[src/rtl/decode_stage.sv]
// Decode stage: splits a 16-bit instruction into fields, reads operands from a
// combinational write-first register file, tracks pending register writes to
// detect read-after-write hazards, and holds the ID/EX pipeline register plus
// a simple run/halt state machine.
module decode_stage #(
    parameter int NREGS = 16,
    parameter int W     = 16
) (
    input  logic         clk,
    input  logic         reset,
    input  logic         valid_in,
    input  logic [15:0]  instruction_in,
    input  logic [W-1:0] pc_in,
    input  logic         flush,
    output logic [3:0]   rf_addr_a,
    output logic [3:0]   rf_addr_b,
    input  logic [W-1:0] rf_data_a,
    input  logic [W-1:0] rf_data_b,
    input  logic         wb_en,
    input  logic [3:0]   wb_addr,
    output logic         stall,
    output logic         valid_out,
    output logic [2:0]   ALUop,
    output logic [W-1:0] srcA,
    output logic [W-1:0] srcB,
    output logic [W-1:0] store_data,
    output logic [3:0]   rd,
    output logic         reg_write,
    output logic         mem_read,
    output logic         mem_write,
    output logic         branch,
    output logic [W-1:0] pc_out,
    output logic         illegal,
    output logic         halted
);

    typedef enum logic [0:0] {
        ST_RUN    = 1'b0,
        ST_HALTED = 1'b1
    } state_t;

    // Sign-extend a 4-bit immediate to the datapath width.
    function automatic logic [W-1:0] sext4(input logic [3:0] v);
        return {{(W-4){v[3]}}, v};
    endfunction

    // Sign-extend an 8-bit immediate to the datapath width.
    function automatic logic [W-1:0] sext8(input logic [7:0] v);
        return {{(W-8){v[7]}}, v};
    endfunction

    // A source is busy when its write is still pending and is not being
    // written back this very cycle (the write-first file forwards that value).
    function automatic logic src_busy(input logic [NREGS-1:0] pend,
                                      input logic             wbe,
                                      input logic [3:0]       wba,
                                      input logic [3:0]       src);
        return pend[src] & ~(wbe & (wba == src));
    endfunction

    state_t             state_r;
    state_t             state_next_s;
    logic [NREGS-1:0]   pending_r;
    logic [NREGS-1:0]   pending_next_s;

    logic [3:0]   op_s;
    logic [3:0]   rd_field_s;
    logic         use_a_s;
    logic         use_b_s;
    logic [2:0]   dec_alu_s;
    logic [W-1:0] dec_srca_s;
    logic [W-1:0] dec_srcb_s;
    logic [W-1:0] dec_store_s;
    logic [3:0]   dec_rd_s;
    logic         dec_rw_s;
    logic         dec_mr_s;
    logic         dec_mw_s;
    logic         dec_br_s;
    logic         is_halt_s;
    logic         is_illegal_s;
    logic         hazard_s;
    logic         issue_s;

    assign op_s       = instruction_in[15:12];
    assign rd_field_s = instruction_in[11:8];

    // Instruction decode: operand addresses, source usage and control fields.
    always_comb begin
        rf_addr_a    = instruction_in[7:4];
        rf_addr_b    = instruction_in[3:0];
        use_a_s      = 1'b0;
        use_b_s      = 1'b0;
        dec_alu_s    = 3'b000;
        dec_srca_s   = {W{1'b0}};
        dec_srcb_s   = {W{1'b0}};
        dec_store_s  = {W{1'b0}};
        dec_rd_s     = rd_field_s;
        dec_rw_s     = 1'b0;
        dec_mr_s     = 1'b0;
        dec_mw_s     = 1'b0;
        dec_br_s     = 1'b0;
        is_halt_s    = 1'b0;
        is_illegal_s = 1'b0;
        case (op_s)
            4'h0: begin
                dec_rd_s = 4'h0;
            end
            4'h1, 4'h2, 4'h3, 4'h4, 4'h5: begin
                use_a_s    = 1'b1;
                use_b_s    = 1'b1;
                dec_alu_s  = op_s[2:0];
                dec_srca_s = rf_data_a;
                dec_srcb_s = rf_data_b;
                dec_rw_s   = 1'b1;
            end
            4'h6: begin
                use_a_s    = 1'b1;
                dec_alu_s  = 3'b001;
                dec_srca_s = rf_data_a;
                dec_srcb_s = sext4(instruction_in[3:0]);
                dec_rw_s   = 1'b1;
            end
            4'h8: begin
                use_a_s    = 1'b1;
                dec_alu_s  = 3'b001;
                dec_srca_s = rf_data_a;
                dec_srcb_s = sext4(instruction_in[3:0]);
                dec_mr_s   = 1'b1;
                dec_rw_s   = 1'b1;
            end
            4'h9: begin
                // The rd field names the register whose value is stored.
                rf_addr_b   = rd_field_s;
                use_a_s     = 1'b1;
                use_b_s     = 1'b1;
                dec_alu_s   = 3'b001;
                dec_srca_s  = rf_data_a;
                dec_srcb_s  = sext4(instruction_in[3:0]);
                dec_store_s = rf_data_b;
                dec_mw_s    = 1'b1;
            end
            4'hC: begin
                dec_alu_s  = 3'b001;
                dec_srca_s = pc_in;
                dec_srcb_s = sext8(instruction_in[7:0]);
                dec_br_s   = 1'b1;
            end
            4'hF: begin
                is_halt_s = 1'b1;
                dec_rd_s  = 4'h0;
            end
            default: begin
                is_illegal_s = 1'b1;
                dec_rd_s     = 4'h0;
            end
        endcase
    end

    // Hazard, stall and issue qualification.
    always_comb begin
        hazard_s = (use_a_s & src_busy(pending_r, wb_en, wb_addr, rf_addr_a)) |
                   (use_b_s & src_busy(pending_r, wb_en, wb_addr, rf_addr_b));
        stall    = (valid_in & hazard_s & ~flush) | (state_r == ST_HALTED);
        issue_s  = valid_in & ~stall & ~flush & (state_r == ST_RUN);
    end

    // Scoreboard update: writeback clears first so a same-cycle issue sets.
    always_comb begin
        pending_next_s = pending_r;
        if (wb_en) begin
            pending_next_s[wb_addr] = 1'b0;
        end else begin
            pending_next_s = pending_next_s;
        end
        if (issue_s && dec_rw_s) begin
            pending_next_s[dec_rd_s] = 1'b1;
        end else begin
            pending_next_s = pending_next_s;
        end
    end

    // Run/halt next-state logic.
    always_comb begin
        state_next_s = state_r;
        case (state_r)
            ST_RUN: begin
                if (issue_s && is_halt_s) begin
                    state_next_s = ST_HALTED;
                end else begin
                    state_next_s = ST_RUN;
                end
            end
            ST_HALTED: begin
                state_next_s = ST_HALTED;
            end
            default: begin
                state_next_s = ST_RUN;
            end
        endcase
    end

    // State and scoreboard registers.
    always_ff @(posedge clk or negedge reset) begin
        if (!reset) begin
            state_r   <= ST_RUN;
            pending_r <= {NREGS{1'b0}};
        end else begin
            state_r   <= state_next_s;
            pending_r <= pending_next_s;
        end
    end

    // ID/EX register: decoded instruction on issue, otherwise a bubble.
    always_ff @(posedge clk or negedge reset) begin
        if (!reset) begin
            valid_out  <= 1'b0;
            ALUop      <= 3'b000;
            srcA       <= {W{1'b0}};
            srcB       <= {W{1'b0}};
            store_data <= {W{1'b0}};
            rd         <= 4'h0;
            reg_write  <= 1'b0;
            mem_read   <= 1'b0;
            mem_write  <= 1'b0;
            branch     <= 1'b0;
            pc_out     <= {W{1'b0}};
            illegal    <= 1'b0;
        end else if (issue_s && !is_halt_s) begin
            valid_out  <= 1'b1;
            ALUop      <= dec_alu_s;
            srcA       <= dec_srca_s;
            srcB       <= dec_srcb_s;
            store_data <= dec_store_s;
            rd         <= dec_rd_s;
            reg_write  <= dec_rw_s;
            mem_read   <= dec_mr_s;
            mem_write  <= dec_mw_s;
            branch     <= dec_br_s;
            pc_out     <= pc_in;
            illegal    <= is_illegal_s;
        end else begin
            valid_out  <= 1'b0;
            ALUop      <= 3'b000;
            srcA       <= {W{1'b0}};
            srcB       <= {W{1'b0}};
            store_data <= {W{1'b0}};
            rd         <= 4'h0;
            reg_write  <= 1'b0;
            mem_read   <= 1'b0;
            mem_write  <= 1'b0;
            branch     <= 1'b0;
            pc_out     <= {W{1'b0}};
            illegal    <= 1'b0;
        end
    end

    assign halted = (state_r == ST_HALTED);

endmodule

[config.mk]
export PLATFORM = sky130hd
export DESIGN_NAME = decode_stage
export DESIGN_NICKNAME = d
export VERILOG_FILES = /design/src/rtl/decode_stage.sv
export SDC_FILE = /design/constraint.sdc
export NUM_CORES = 1
export LEC_CHECK = 0
export CAP_MARGIN = 10
export CORE_ASPECT_RATIO = 0.7
export CORE_MARGIN = 2
export CORE_UTILIZATION = 45
export DETAILED_ROUTE_END_ITERATION = 12
export GPL_TIMING_DRIVEN = 0
export PLACE_DENSITY = 0.8
export REMOVE_ABC_BUFFERS = 1
export SYNTH_ARGS = -nofsm -noshare
export SYNTH_HDL_FRONTEND = slang
export SYNTH_SLANG_ARGS = --single-unit
[constraint.sdc]
create_clock -name clk -period 2.9 [get_ports clk]
set_input_delay 0.29 -clock clk [delete_from_list [all_inputs] [get_ports clk]]
set_output_delay 0.29 -clock clk [all_outputs]
set_load 0.005 [all_outputs]
== Yosys cells after proc, flatten, opt, wreduce, memory -nomap -nowiden ==
Index checks and enable logic that the tools add are counted.
Storage, ports and cells
  bits in registers: 94
  bits of input ports: 73
  output and inout port bits: 87
  logic and storage cells: 106
Operators by class
  order comparisons: 6
  eq/ne operators: 12
  multiplexer cells: 38
  bitwise gates (word level): 21
  reduce and logical (&&, ||, !) cells: 15
Operator list (number)
  16-bit two-way mux: 7
  16-bit one-hot mux with 3 select lines: 1
  16-bit one-hot mux with 2 select lines: 1
  4-bit by 5-bit less-than comparator with 1-bit output, second input constant: 4
  1-bit two-way mux: 19
  16-bit AND: 1
  4-bit == test, second input constant: 4
  16-bit NOT: 1
  16-bit OR: 1
  4-bit by 3-bit == test with 1-bit output, second input constant: 3
  4-bit two-way mux: 3
  1-bit AND: 11
  11-bit OR reduction: 1
  9-bit OR reduction: 1
  1-bit binary-select mux with 4-bit select: 2
  1-bit demux with 4-bit select: 2
  4-bit by 2-bit == test with 1-bit output, second input constant: 2
  4-bit == test: 2
  4-bit by 1-bit >= comparator with 1-bit output, second input constant: 2
  8-bit OR reduction: 1
  7-bit OR reduction: 1
  3-bit one-hot mux with 2 select lines: 1
  6-bit OR reduction: 1
  1-bit logical AND: 5
  10 further kinds: 15

== Depth between registers and ports, before layout ==
Gate-level depths: netlist of run 1.
  depth after elaboration: 18
  depth in mapped cells: 12
  gate-level depth less buffers: 7

== Least setup slack after synthesis of run 1 ==
OpenSTA, ideal clock, no wires.
  path kind: in2out
  start: input instruction_in[15]
  end: output stall
  data arrival time: 2.416 ns
  required time: 2.610 ns
  setup slack: 0.194 ns
  cell stages on the path: 10
  buffers on the path: 3
  path through: buf_2 nor4bb_1 buf_4 mux2i_4 a221oi_1 a311oi_1 nand3_1 a311oi_1 buf_4 o31a_1
On the way
  cells in the longest elaborated chain, start to end: 11
  elaborated cells between the ends (all ways): 25
  those cells by class: eq/ne: 9; mux: 5; bitwise: 9; reduce/logical: 2
RTL lines
  start: declaration: line 12  | input logic [15:0] instruction_in,
  branches (longest 7 deep; another with 4-bit == test)
  1-bit OR *: line 161  | hazard_s = (use_a_s & src_busy(pending_r, wb_en, wb_addr, rf_addr_a)) |
  1-bit AND * (2 in a row): line 163  | stall = (valid_in & hazard_s & ~flush) | (state_r == ST_HALTED);
  1-bit OR *: line 163
  end: declaration: line 21  | output logic stall,
Mark *: on every way between the ends. The select of a mux whose other input is x is not followed.

== Worst setup path in the final report of run 1 ==
  start: input instruction_in[13]
  end: output stall
The elaborated chain is that of the path after synthesis.

==> results of run 1 <==
==> worst paths after layout <==
check                                          end                   start  cells after the start
setup / recovery                             stall      instruction_in[13]                     12
hold / removal                  ALUop[1]$_DFF_PN0_      instruction_in[14]                      3
setup reg to reg           pending_r[13]$_DFF_PN0_        halted$_DFF_PN0_                      6
hold reg to reg             pending_r[9]$_DFF_PN0_  pending_r[9]$_DFF_PN0_                      2
max in group asynchronous   pending_r[1]$_DFF_PN0_                   reset                      3
min in group asynchronous         halted$_DFF_PN0_                   reset                      2
==> cell usage after synthesis, types with 2 or more instances <==
master	count
sky130_fd_sc_hd__nor3_1	25
sky130_fd_sc_hd__nor2_1	8
sky130_fd_sc_hd__o21ai_1	4
sky130_fd_sc_hd__clkbuf_1	33
sky130_fd_sc_hd__or2_2	3
sky130_fd_sc_hd__buf_4	13
sky130_fd_sc_hd__mux2i_1	10
sky130_fd_sc_hd__mux4_2	4
sky130_fd_sc_hd__nand3_1	8
sky130_fd_sc_hd__buf_1	2
sky130_fd_sc_hd__nor4bb_1	2
sky130_fd_sc_hd__nand3b_1	5
sky130_fd_sc_hd__nor3b_1	4
sky130_fd_sc_hd__o31ai_1	11
sky130_fd_sc_hd__a21o_1	3
sky130_fd_sc_hd__a221oi_1	5
sky130_fd_sc_hd__xnor2_1	3
sky130_fd_sc_hd__dfrtp_1	94
sky130_fd_sc_hd__and2_1	2
sky130_fd_sc_hd__nor4b_1	2
sky130_fd_sc_hd__inv_1	10
sky130_fd_sc_hd__nor4_1	51
sky130_fd_sc_hd__o21ai_0	23
sky130_fd_sc_hd__mux2_2	2
sky130_fd_sc_hd__a211oi_1	4
sky130_fd_sc_hd__buf_2	2
sky130_fd_sc_hd__nand2b_1	2
sky130_fd_sc_hd__a311oi_1	2
sky130_fd_sc_hd__a22oi_1	20
sky130_fd_sc_hd__xor2_1	4
sky130_fd_sc_hd__a21oi_1	16
sky130_fd_sc_hd__or3b_2	4
sky130_fd_sc_hd__nand2_1	61
sky130_fd_sc_hd__o41ai_1	2
==> state kept, by name, indices dropped and copies added (netlist names) <==
signal / cells
pc_out: 16
pending_r: 16
srcA: 16
srcB: 16
store_data: 16
rd: 4
ALUop: 3
branch: 1
halted: 1
illegal: 1
mem_read: 1
mem_write: 1
reg_write: 1
valid_out: 1
==> cells by family (layout without fill, tap and decap cells) <==
| group | after synthesis | in the layout | share of synthesized area |
|---|---|---|---|
| and+or+nand+nor | 182 | 182 | 0.212 |
| xor gates and xnor gates | 7 | 7 | 0.0135 |
| AOI/OAI and AO/OA | 98 | 99 | 0.143 |
| muxes | 17 | 17 | 0.0519 |
| buffers and inverters | 60 | 222 | 0.0610 |
| DFF | 94 | 94 | 0.519 |
==> power groups by stage <==
stage	Sequential, uW	Combinational [uW]	Clock (uW)
3_5_place_dp	1450	668	0
3_3_place_gp	1450	592	0
2_1_floorplan	1440	263	0
4_1_cts	1420	714	1400
6_report	1420	733	1380
5_1_grt	1430	793	1460
==> cell type report <==
cell class              count  area share
clock buffers              10      0.0339
clock inverters             6      0.0163
inverters                  10     0.00532
multi-input cells         305       0.291
flip-flops and latches     94       0.333
well taps                 128      0.0227
repair buffers            196       0.298
==> through the flow <==
step	TNS, ns	instances	hold slack [ns]	setup WS [ns]	total power [uW]
2_1_floorplan	-653.93	408	-0.00559	-7.17	1700
3_3_place_gp	-1320.03	695	0.519	-12.69	2040
3_5_place_dp	-155.54	708	0.213	-2.32	2120
4_1_cts	0	743	0.214	0.00801	3540
5_1_grt	-0.142	749	0.240	-0.142	3680
6_report	-0.0219	749	0.237	-0.0219	3540
==> routing by layer <==
layer,share of wire,global-route usage,routed length [um]
met4,0.0097,0.0684,142
met1,0.41,0.356,6060
met3,0.098,0.0885,1440
met2,0.48,0.444,7020
met5,0,0,0
==> timing repair <==
item,in CTS,in global routing
buffers inserted,17,5
pin swaps,9,8
hold buffers,1,0
hold endpoints to repair,24,0
resized for setup,51,6
gates cloned,1,1
endpoints found under the setup margin,97,6
==> critical path, delay by kind of cell <==
kind	cells	cell delay, ns
buf+inv	5	0.71
compound gates	3	0.71
mux	2	0.36
simple gates	2	0.55
==> impl_summary.log, run 1 <==
[metrics] Critical Path Max Stage Delay: 0.38 ns
[metrics] number of top-level pins: 160
[metrics] synthesized flop and latch total: 94
[metrics] Final Hold Fails: 0
[metrics] Overall Global Routing Usage: 0.272
[metrics] Slew Limit Fails: 0
[metrics] CP Launch Type: input pin
[metrics] total cell area at the placement stage: 6340 um2
[metrics] core utilization of the finished layout: 0.723
[metrics] top cells by area in the synthesized netlist: sky130_fd_sc_hd__dfrtp_1 (52%), sky130_fd_sc_hd__nor4_1 (7.0%), sky130_fd_sc_hd__nand2_1 (5.0%)
[metrics] number of CTS-inserted buffers: 9
[metrics] Pre-Repair DR Iteration Count: 6
[metrics] DRC violations left: 0
[metrics] total number of vias: about 4500
[metrics] top_reg_cell synth: sky130_fd_sc_hd__dfrtp_1
[metrics] Post-synth EDFFs: 0
[metrics] Power Dens Cells: 501 nW/um2
[metrics] pin count of the biggest net entering global routing: 71
[metrics] final worst setup slack: -0.0219 ns
[metrics] Max Fanout on Critical Path: 7
[metrics] share of flip-flops with an asynchronous set or reset: 1.00
[metrics] IO Port Bufs: 159
[metrics] failing checks: setup timing
[metrics] clock latency at the later pin of the worst-skew pair: 0.34 ns
[metrics] post-detail-place hpwl: ~10000 um
[metrics] post-route antenna net violation count: 0
[metrics] via-per-instance ratio: 5.99
[metrics] WL/cell: 19.6 um
[metrics] count of fill cells added during filler insertion: approximately 720
[metrics] unrepaired setup endpoints after global routing: yes
[metrics] Antenna Diode Count: 0
[metrics] crit path max-delay cell type: sky130_fd_sc_hd__nor4bb_4
[metrics] final worst path period share: 1.01
[metrics] Post-Layout Inst Area: 7060 um2
[metrics] clock root buffer: sky130_fd_sc_hd__clkbuf_16
[metrics] sequential-to-total area share from yosys stat: 0.519
[metrics] cell accounting for the most synthesized area: sky130_fd_sc_hd__dfrtp_1
[metrics] WL final: 14700 um
[metrics] clock-pin slew reported for the worst setup and hold paths after clock tree synthesis: 0.07 ns
[metrics] worst hold path class: in -> reg
[metrics] GPL Wtd Cong: between 0.9 and 1
[metrics] switching share of power: 0.260
[metrics] Clk pwr share: 0.390
[metrics] Distinct cells, synth: 48
[metrics] growth of design area from synthesis to finish: 55.6%
[metrics] Worst setup EP type: output pin
[metrics] register-to-register setup slack: 0.27 ns
[metrics] data required time of the worst path: 2.61 ns
[metrics] start-to-end type of the worst setup path: in -> out
[metrics] Storage cell area: approximately 2400 um2
[metrics] CTS tree: built
[metrics] average cell area after synthesis: 9.90 um2
[metrics] Reg power frac: 0.403
[metrics] pin slew with the least headroom to its limit: roughly 1.3 ns
[metrics] Max transition margin: 0.145
[metrics] worst clock skew: about 0.0044 ns
[metrics] count of maximum capacitance violations: 0
[metrics] number of core rows: 30
[metrics] Comb power frac: 0.207
[metrics] shortest period the worst path allows: roughly 3 ns
[metrics] first-pass GRT wire length: about 23000 um
[metrics] Starting Density: 0.465
[metrics] number of synthesis warnings: 0
[metrics] remaining global-route overflow: 0
[metrics] horizontal die dimension: 124 um
[metrics] highest-count cells in the layout ignoring fill and taps: sky130_fd_sc_hd__clkdlybuf4s50_1 (151), sky130_fd_sc_hd__dfrtp_1 (94), sky130_fd_sc_hd__nand2_1 (61)
[metrics] cell-by-cell listing of the critical path: buf_12 > nor4bb_4 > buf_8 > mux2i_4 > buf_12 > mux2i_1 > a311oi_1 > nand3_1 > a311oi_4 > buf_8 > o31a_1 > buf_2
[metrics] Iter 0 DRT Violations: 445
[metrics] ratio of cells with drive above 1 in the final layout: 0.142
[metrics] fin nets: 689
[metrics] number of buffers on the longest clock path: 2
[metrics] internal power summed over all cells: approximately 2600 uW
[metrics] area of the core: 9760 um2
[metrics] fraction of post-synthesis cell area in the top cell type by area: 0.519
[metrics] highest clock rate: 0.342 GHz
[metrics] endpoint arrival time on the critical path: 2.63 ns
[metrics] IR Drop Worst-Case VDD: between 0.0003 and 0.0004 V
[metrics] number of setup violations in the final report: 1
[metrics] switching component of the power: just over 900 uW
[metrics] status: finished, violations left
[metrics] cell area after synthesis: 4530 um2
[metrics] H-tree depth: 3
[metrics] cell count after synthesis: 458
[metrics] Static Leak: ~0.0029 uW
[metrics] Multi-input gate area: 2050 um2
[metrics] vias in the first global route: 4353
[metrics] most frequent standard cell in the layout excluding fill and tap cells: sky130_fd_sc_hd__clkdlybuf4s50_1
[metrics] antenna violations before repair: 0
[metrics] die area: roughly 11000 um2
[metrics] Die Span Y: 88.0 um
[metrics] TritonCTS sink count: between 90 and 100
Note: power is estimated with default switching activity, not from simulation.
==> run 2, diff against run 1 <==
- CORE_MARGIN: 2 -> 3
- SKIP_LAST_GASP: unset -> 1
==> run 2 against run 1 <==
Against the previous run: sequential share of layout area rose by 0.55 points; the run now ends clean; combinational power fell by 1%; cell count fell by 1.5%; via count fell by 0.78%; die area rose by 3.9%; sequential power barely moved; register-to-register slack improved by 0.04 ns; power fell by 8.5%.
==> impl_summary.log, run 2 (synthesized netlist as in run 1, its figures left out) <==
[metrics] status: finished, final reports clean
[metrics] CP Launch Type: flip-flop
[metrics] die area: ~11000 um2
[metrics] DRC violations left: 0
[metrics] IO Port Bufs: 159
[metrics] Clk pwr share: 0.336
[metrics] core utilization of the finished layout: 0.736
[metrics] highest clock rate: around 0.36 GHz
[metrics] Final Hold Fails: 0
[metrics] H-tree depth: 3
[metrics] TritonCTS sink count: 94
[metrics] Max transition margin: 0.379
[metrics] Comb power frac: 0.224
[metrics] Overall Global Routing Usage: 0.258
[metrics] switching share of power: 0.286
[metrics] shortest period the worst path allows: 2.79 ns
[metrics] Pre-Repair DR Iteration Count: 5
[metrics] Post-Layout Inst Area: 6940 um2
[metrics] post-route antenna net violation count: 0
[metrics] cell-by-cell listing of the critical path: mux4_2 > nor2b_1 > a211oi_2 > a211oi_4 > buf_8 > buf_8 > o31a_1 > buf_2
[metrics] final worst setup slack: 0.109 ns
[metrics] Most Frequent Cell on Critical Path: sky130_fd_sc_hd__buf_8
[metrics] area of the core: ~9400 um2
[metrics] CP delay by family, top: compound AO/OA/AOI/OAI gates
[metrics] final hold slack: 0.235 ns
[metrics] data required time of the worst path: 2.61 ns
[metrics] most frequent standard cell in the layout excluding fill and tap cells: sky130_fd_sc_hd__clkdlybuf4s50_1
[metrics] number of CTS-inserted buffers: 9
[metrics] worst clock skew: 0.00574 ns
[metrics] Slew Limit Fails: 0
[metrics] worst hold path class: in -> reg
[metrics] internal power summed over all cells: 2310 uW
[metrics] number of top-level pins: 160
[metrics] Iter 0 DRT Violations: about 480
[metrics] switching component of the power: 925 uW
[metrics] GPL Wtd Cong: 0.974
[metrics] Antenna Diode Count: 0
[metrics] clock root buffer: sky130_fd_sc_hd__clkbuf_16
[metrics] start-to-end type of the worst setup path: reg -> out
[metrics] Critical Path Max Stage Delay: 0.45 ns
[metrics] number of buffers and inverters on the critical path: 3
[metrics] Reg power frac: 0.440
[metrics] Power Dens Cells: 467 nW/um2
[metrics] Die Span Y: 90.0 um
[metrics] endpoint arrival time on the critical path: 2.50 ns
[metrics] fin nets: roughly 700
[metrics] CTS tree: built
[metrics] antenna violations before repair: 0
[metrics] count of maximum capacitance violations: 0
[metrics] post-detail-place hpwl: 10100 um
[metrics] Max Fanout on Critical Path: 28
[metrics] ratio of cells with drive above 1 in the final layout: 0.148
[metrics] number of setup violations in the final report: 0
[metrics] vias in the first global route: 4384
[metrics] first-pass GRT wire length: approximately 23000 um
[metrics] Static Leak: 0.00279 uW
[metrics] final worst path period share: 0.962
[metrics] via-per-instance ratio: between 6 and 7
[metrics] WL/cell: between 15 and 20 um
[metrics] number of core rows: 29
[metrics] pin count of the biggest net entering global routing: slightly above 70
[metrics] highest-count cells in the layout ignoring fill and taps: sky130_fd_sc_hd__clkdlybuf4s50_1 (150), sky130_fd_sc_hd__dfrtp_1 (94), sky130_fd_sc_hd__nand2_1 (61)
[metrics] remaining global-route overflow: 0
[metrics] total number of vias: 4454
[metrics] crit path max-delay cell type: sky130_fd_sc_hd__mux4_2
[metrics] pin slew with the least headroom to its limit: 0.927 ns
[metrics] Starting Density: 0.481
[metrics] number of buffers on the longest clock path: 2
[metrics] Worst setup EP type: output pin
[metrics] horizontal die dimension: 126 um
[metrics] WL final: 14700 um
[metrics] clock-pin slew reported for the worst setup and hold paths after clock tree synthesis: approximately 0.07 ns
[metrics] total cell area at the placement stage: 6290 um2
[metrics] IR Drop Worst-Case VDD: ~0.0004 V
[metrics] growth of design area from synthesis to finish: 53.1%
[metrics] DP Worst Slack: -1.92 ns
[metrics] clock latency at the later pin of the worst-skew pair: 0.34 ns
-- run 2: cell count changes in the layout (fill, tap and decap cells not counted), sizes merged --
cell / delta
a211oi: -1
clkdlybuf4s50: -1
clkinvlp: +4
clkdlybuf4s15: +1
buf: -6
inv: -2
clkbuf: -1
bufinv: -3
clkinv: +2
-- run 2: metrics by stage --
step / TNS, ns / total power (uW) / cells
2_1_floorplan: -653.93 / 1700 / 408
3_3_place_gp: -1294.01 / 2040 / 691
6_report: 0 / 3240 / 738
4_1_cts: -0.0344 / 3240 / 737
5_1_grt: -0.00335 / 3370 / 738
3_5_place_dp: -142.70 / 2100 / 704
-- run 2: timing repair --
item,in CTS,in global routing
endpoints found under the setup margin,97,58
gates cloned,1,1
setup buffers,16,1
pin swaps,6,6
gates resized for setup,55,15
endpoints found under the hold margin,24,0
hold buffers,1,0
-- run 2: power by group through the flow --
stage	combinational, uW	clock (uW)	sequential [uW]
2_1_floorplan	263	0	1440
3_3_place_gp	591	0	1450
3_5_place_dp	655	0	1450
4_1_cts	704	1110	1420
5_1_grt	783	1160	1430
6_report	726	1090	1420
-- run 2: path summary, 6_finish.rpt --
check,start,to,slack (ns),cells after the start
worst min-delay path,instruction_in[15],mem_read$_DFF_PN0_,0.23,3
worst min register to register,pending_r[13]$_DFF_PN0_,pending_r[13]$_DFF_PN0_,0.55,2
max in group asynchronous,reset,rd[3]$_DFF_PN0_,1.87,3
min in group asynchronous,reset,reg_write$_DFF_PN0_,0.39,2
worst max register to register,halted$_DFF_PN0_,pending_r[13]$_DFF_PN0_,0.31,6
worst max-delay path,pending_r[0]$_DFF_PN0_,stall,0.11,8
-- run 2: per-layer routing --
layer,GRT usage,share of wire
met3,0.0883,0.11
met2,0.389,0.45
met4,0.0946,0.022
met5,0,0
met1,0.345,0.41
-- run 2: worst min-delay path: stages --
cell                      delay [ns]
sky130_fd_sc_hd__buf_6          0.13
sky130_fd_sc_hd__nand2_1        0.07
sky130_fd_sc_hd__nor4_1         0.04
-- run 2: layout make-up --
type | count | area, um2
timing repair buffer | 190 | 2010
fill | 662 | 2490
tap | 124 | 155
sequential | 94 | 2350
inverter | 10 | 37.5
multi-input combinational | 304 | 2110
clock buffer | 9 | 225
clock inverter | 7 | 51.3
==> run 3, diff against run 2 <==
- TNS_END_PERCENT: unset -> 50
- clock period: 2.9 -> 2.8 ns (I/O delays scaled with it)
==> run 3 against run 2 <==
Against the previous run: cell area increased by 2.8%; power up 5.1%; wire length increased by 3.5%; first-iteration DRC count is 0.21% higher; clock skew is 0.0015 ns higher; largest cell class unchanged; global-route usage grew 0.39 points; critical path type is now in -> out; die area unchanged; worst hold slack lost 0.019 ns; flip-flop and latch count unchanged; combinational power rose by 9.6%.
==> impl_summary.log, run 3 (synthesized netlist as in run 1, its figures left out) <==
[metrics] Antenna Diode Count: 0
[metrics] post-route antenna net violation count: 0
[metrics] antenna violations before repair: 0
[metrics] number of setup violations in the final report: 0
[metrics] Clk pwr share: 0.332
[metrics] shortest period the worst path allows: between 2 and 3 ns
[metrics] number of standard cells in the final layout excluding fillers: 752
[metrics] Max transition margin: 0.377
[metrics] final worst path period share: 0.967
[metrics] number of buffers on the longest clock path: 2
[metrics] Comb power frac: 0.234
[metrics] data required time of the worst path: 2.52 ns
[metrics] first-pass GRT wire length: roughly 24000 um
[metrics] CTS tree: built
[metrics] start-to-end type of the worst setup path: in -> out
[metrics] Iter 0 DRT Violations: 483
[metrics] IR Drop Worst-Case VDD: 0.000413 V
[metrics] cell-by-cell listing of the critical path: clkdlybuf4s50_1 > mux4_2 > mux2i_1 > a211oi_4 > buf_12 > buf_8 > o31a_1 > buf_2
[metrics] clock latency at the later pin of the worst-skew pair: 0.34 ns
[metrics] IO Port Bufs: 159
[metrics] number of buffers and inverters on the critical path: 4
[metrics] horizontal die dimension: 126 um
[metrics] Final Hold Fails: 0
[metrics] via-per-instance ratio: between 6 and 7
[metrics] pin count of the biggest net entering global routing: 71
[metrics] clock-pin slew reported for the worst setup and hold paths after clock tree synthesis: ~0.06 ns
[metrics] Pre-Repair DR Iteration Count: 6
[metrics] total power of the final layout: 3400 uW
[metrics] area of the core: 9430 um2
[metrics] switching component of the power: 979 uW
[metrics] Post-Layout Inst Area: 7130 um2
[metrics] CP Launch Type: input pin
[metrics] internal power summed over all cells: 2430 uW
[metrics] count of fill cells added during filler insertion: approximately 640
[metrics] count of maximum capacitance violations: 0
[metrics] ratio of cells with drive above 1 in the final layout: 0.174
[metrics] Overall Global Routing Usage: 0.261
[metrics] clock root buffer: sky130_fd_sc_hd__clkbuf_16
[metrics] Power Dens Cells: around 480 nW/um2
[metrics] H-tree depth: 3
[metrics] DRC violations left: 0
[metrics] Static Leak: 0.00288 uW
[metrics] status: finished, final reports clean
[metrics] switching share of power: 0.288
[metrics] number of CTS-inserted buffers: 9
[metrics] worst clock skew: 0.00720 ns
[metrics] remaining global-route overflow: 0
[metrics] post-detail-place hpwl: 10100 um
[metrics] total cell area at the placement stage: 6290 um2
[metrics] most frequent standard cell in the layout excluding fill and tap cells: sky130_fd_sc_hd__clkdlybuf4s50_1
[metrics] total number of vias: 4522
[metrics] number of placed instances, taps included: 704
[metrics] WL/cell: a little over 20 um
[metrics] Max Fanout on Critical Path: 28
[metrics] number of top-level pins: 160
[metrics] fin nets: 696
[metrics] TritonCTS sink count: 94
[metrics] WL final: 15200 um
[metrics] growth of design area from synthesis to finish: 57.3%
[metrics] CP delay by family, top: buffers and inverters
[metrics] vias in the first global route: between 4000 and 5000
[metrics] Starting Density: 0.481
[metrics] Die Span Y: 90.0 um
[metrics] pin slew with the least headroom to its limit: 0.930 ns
[metrics] number of core rows: 29
[metrics] Worst setup EP type: output pin
[metrics] worst hold path class: in -> reg
[metrics] crit path max-delay cell type: sky130_fd_sc_hd__clkdlybuf4s50_1
[metrics] die area: 11300 um2
[metrics] Slew Limit Fails: 0
[metrics] endpoint arrival time on the critical path: 2.43 ns
[metrics] Reg power frac: 0.434
[metrics] GPL Wtd Cong: 0.974
[metrics] Critical Path Max Stage Delay: 0.67 ns
[metrics] highest-count cells in the layout ignoring fill and taps: sky130_fd_sc_hd__clkdlybuf4s50_1 (150), sky130_fd_sc_hd__dfrtp_1 (94), sky130_fd_sc_hd__nand2_1 (61)
[metrics] highest clock rate: 0.369 GHz
run 3: changes by cell type in the layout (fill, tap and decap cells not counted), moves of 2 or more:
cell and delta:
sky130_fd_sc_hd__buf_12 +3, sky130_fd_sc_hd__buf_4 +11, sky130_fd_sc_hd__buf_8 -3, sky130_fd_sc_hd__mux2_2 -2, sky130_fd_sc_hd__mux2_4 +2, sky130_fd_sc_hd__mux2i_1 -2
sky130_fd_sc_hd__mux2i_2 +2
run 3: path summary, 6_finish.rpt:
path                                         startpoint                       to  slack (ns)  cells past startpoint
worst min-delay path                 instruction_in[14]       ALUop[1]$_DFF_PN0_        0.22                      3
max in group asynchronous                         reset        srcA[3]$_DFF_PN0_        1.78                      3
worst max-delay path                  instruction_in[5]                    stall        0.09                      8
worst max register to register         halted$_DFF_PN0_  pending_r[13]$_DFF_PN0_        0.40                      6
worst min register to register  pending_r[10]$_DFF_PN0_  pending_r[10]$_DFF_PN0_        0.56                      2
min in group asynchronous                         reset       ALUop[2]$_DFF_PN0_        0.38                      2
run 3: what timing repair did:
item                                    4_1_cts  5_1_grt
setup buffers                                18       12
pin swaps                                    10        7
endpoints found under the setup margin       97       74
hold buffers                                  1        0
hold endpoints to repair                     24        0
gates cloned                                  2        1
gates resized for setup                      61       21
run 3: per-layer routing:
metal  track usage  vias to the layer above  routed length [um]
met3        0.0960                       29                1700
li1              -                     2024                   -
met2         0.398                      291                7010
met5             0                        -                   0
met1         0.349                     2178                6210
met4        0.0839                        0                 299
run 3: per-stage QoR:
step / hold slack (ns) / worst slack [ns] / utilization / TNS, ns
2_1_floorplan: -0.0156 / -7.26 / - / -662.61
6_report: 0.216 / 0.0934 / 0.756 / 0
3_3_place_gp: 0.518 / -12.49 / 0.640 / -1311.21
4_1_cts: 0.204 / 0.00448 / 0.736 / 0
5_1_grt: 0.214 / -0.0222 / 0.756 / -0.0222
3_5_place_dp: 0.200 / -2.00 / 0.667 / -151.38
run 3: area by class of cell:
class / count / area, um2 / area share
timing repair buffer: 204 / 2170 / 0.304
sequential: 94 / 2350 / 0.330
clock inverter: 7 / 51.3 / 0.00719
tap: 124 / 155 / 0.0217
clock buffer: 9 / 225 / 0.0316
multi-input combinational: 304 / 2150 / 0.301
inverter: 10 / 37.5 / 0.00526
run 3: worst min-delay path, stage by stage:
cell and delay (ns):
sky130_fd_sc_hd__buf_12 0.09, sky130_fd_sc_hd__or3_1 0.10, sky130_fd_sc_hd__nor3_1 0.04
run 3: power by group through the flow:
stage | combinational [uW] | clock, uW | sequential [uW]
after global placement | 612 | 0 | 1500
after floorplan | 272 | 0 | 1490
after global routing | 852 | 1200 | 1480
after CTS | 750 | 1150 | 1470
after detailed placement | 678 | 0 | 1500
final | 796 | 1130 | 1480
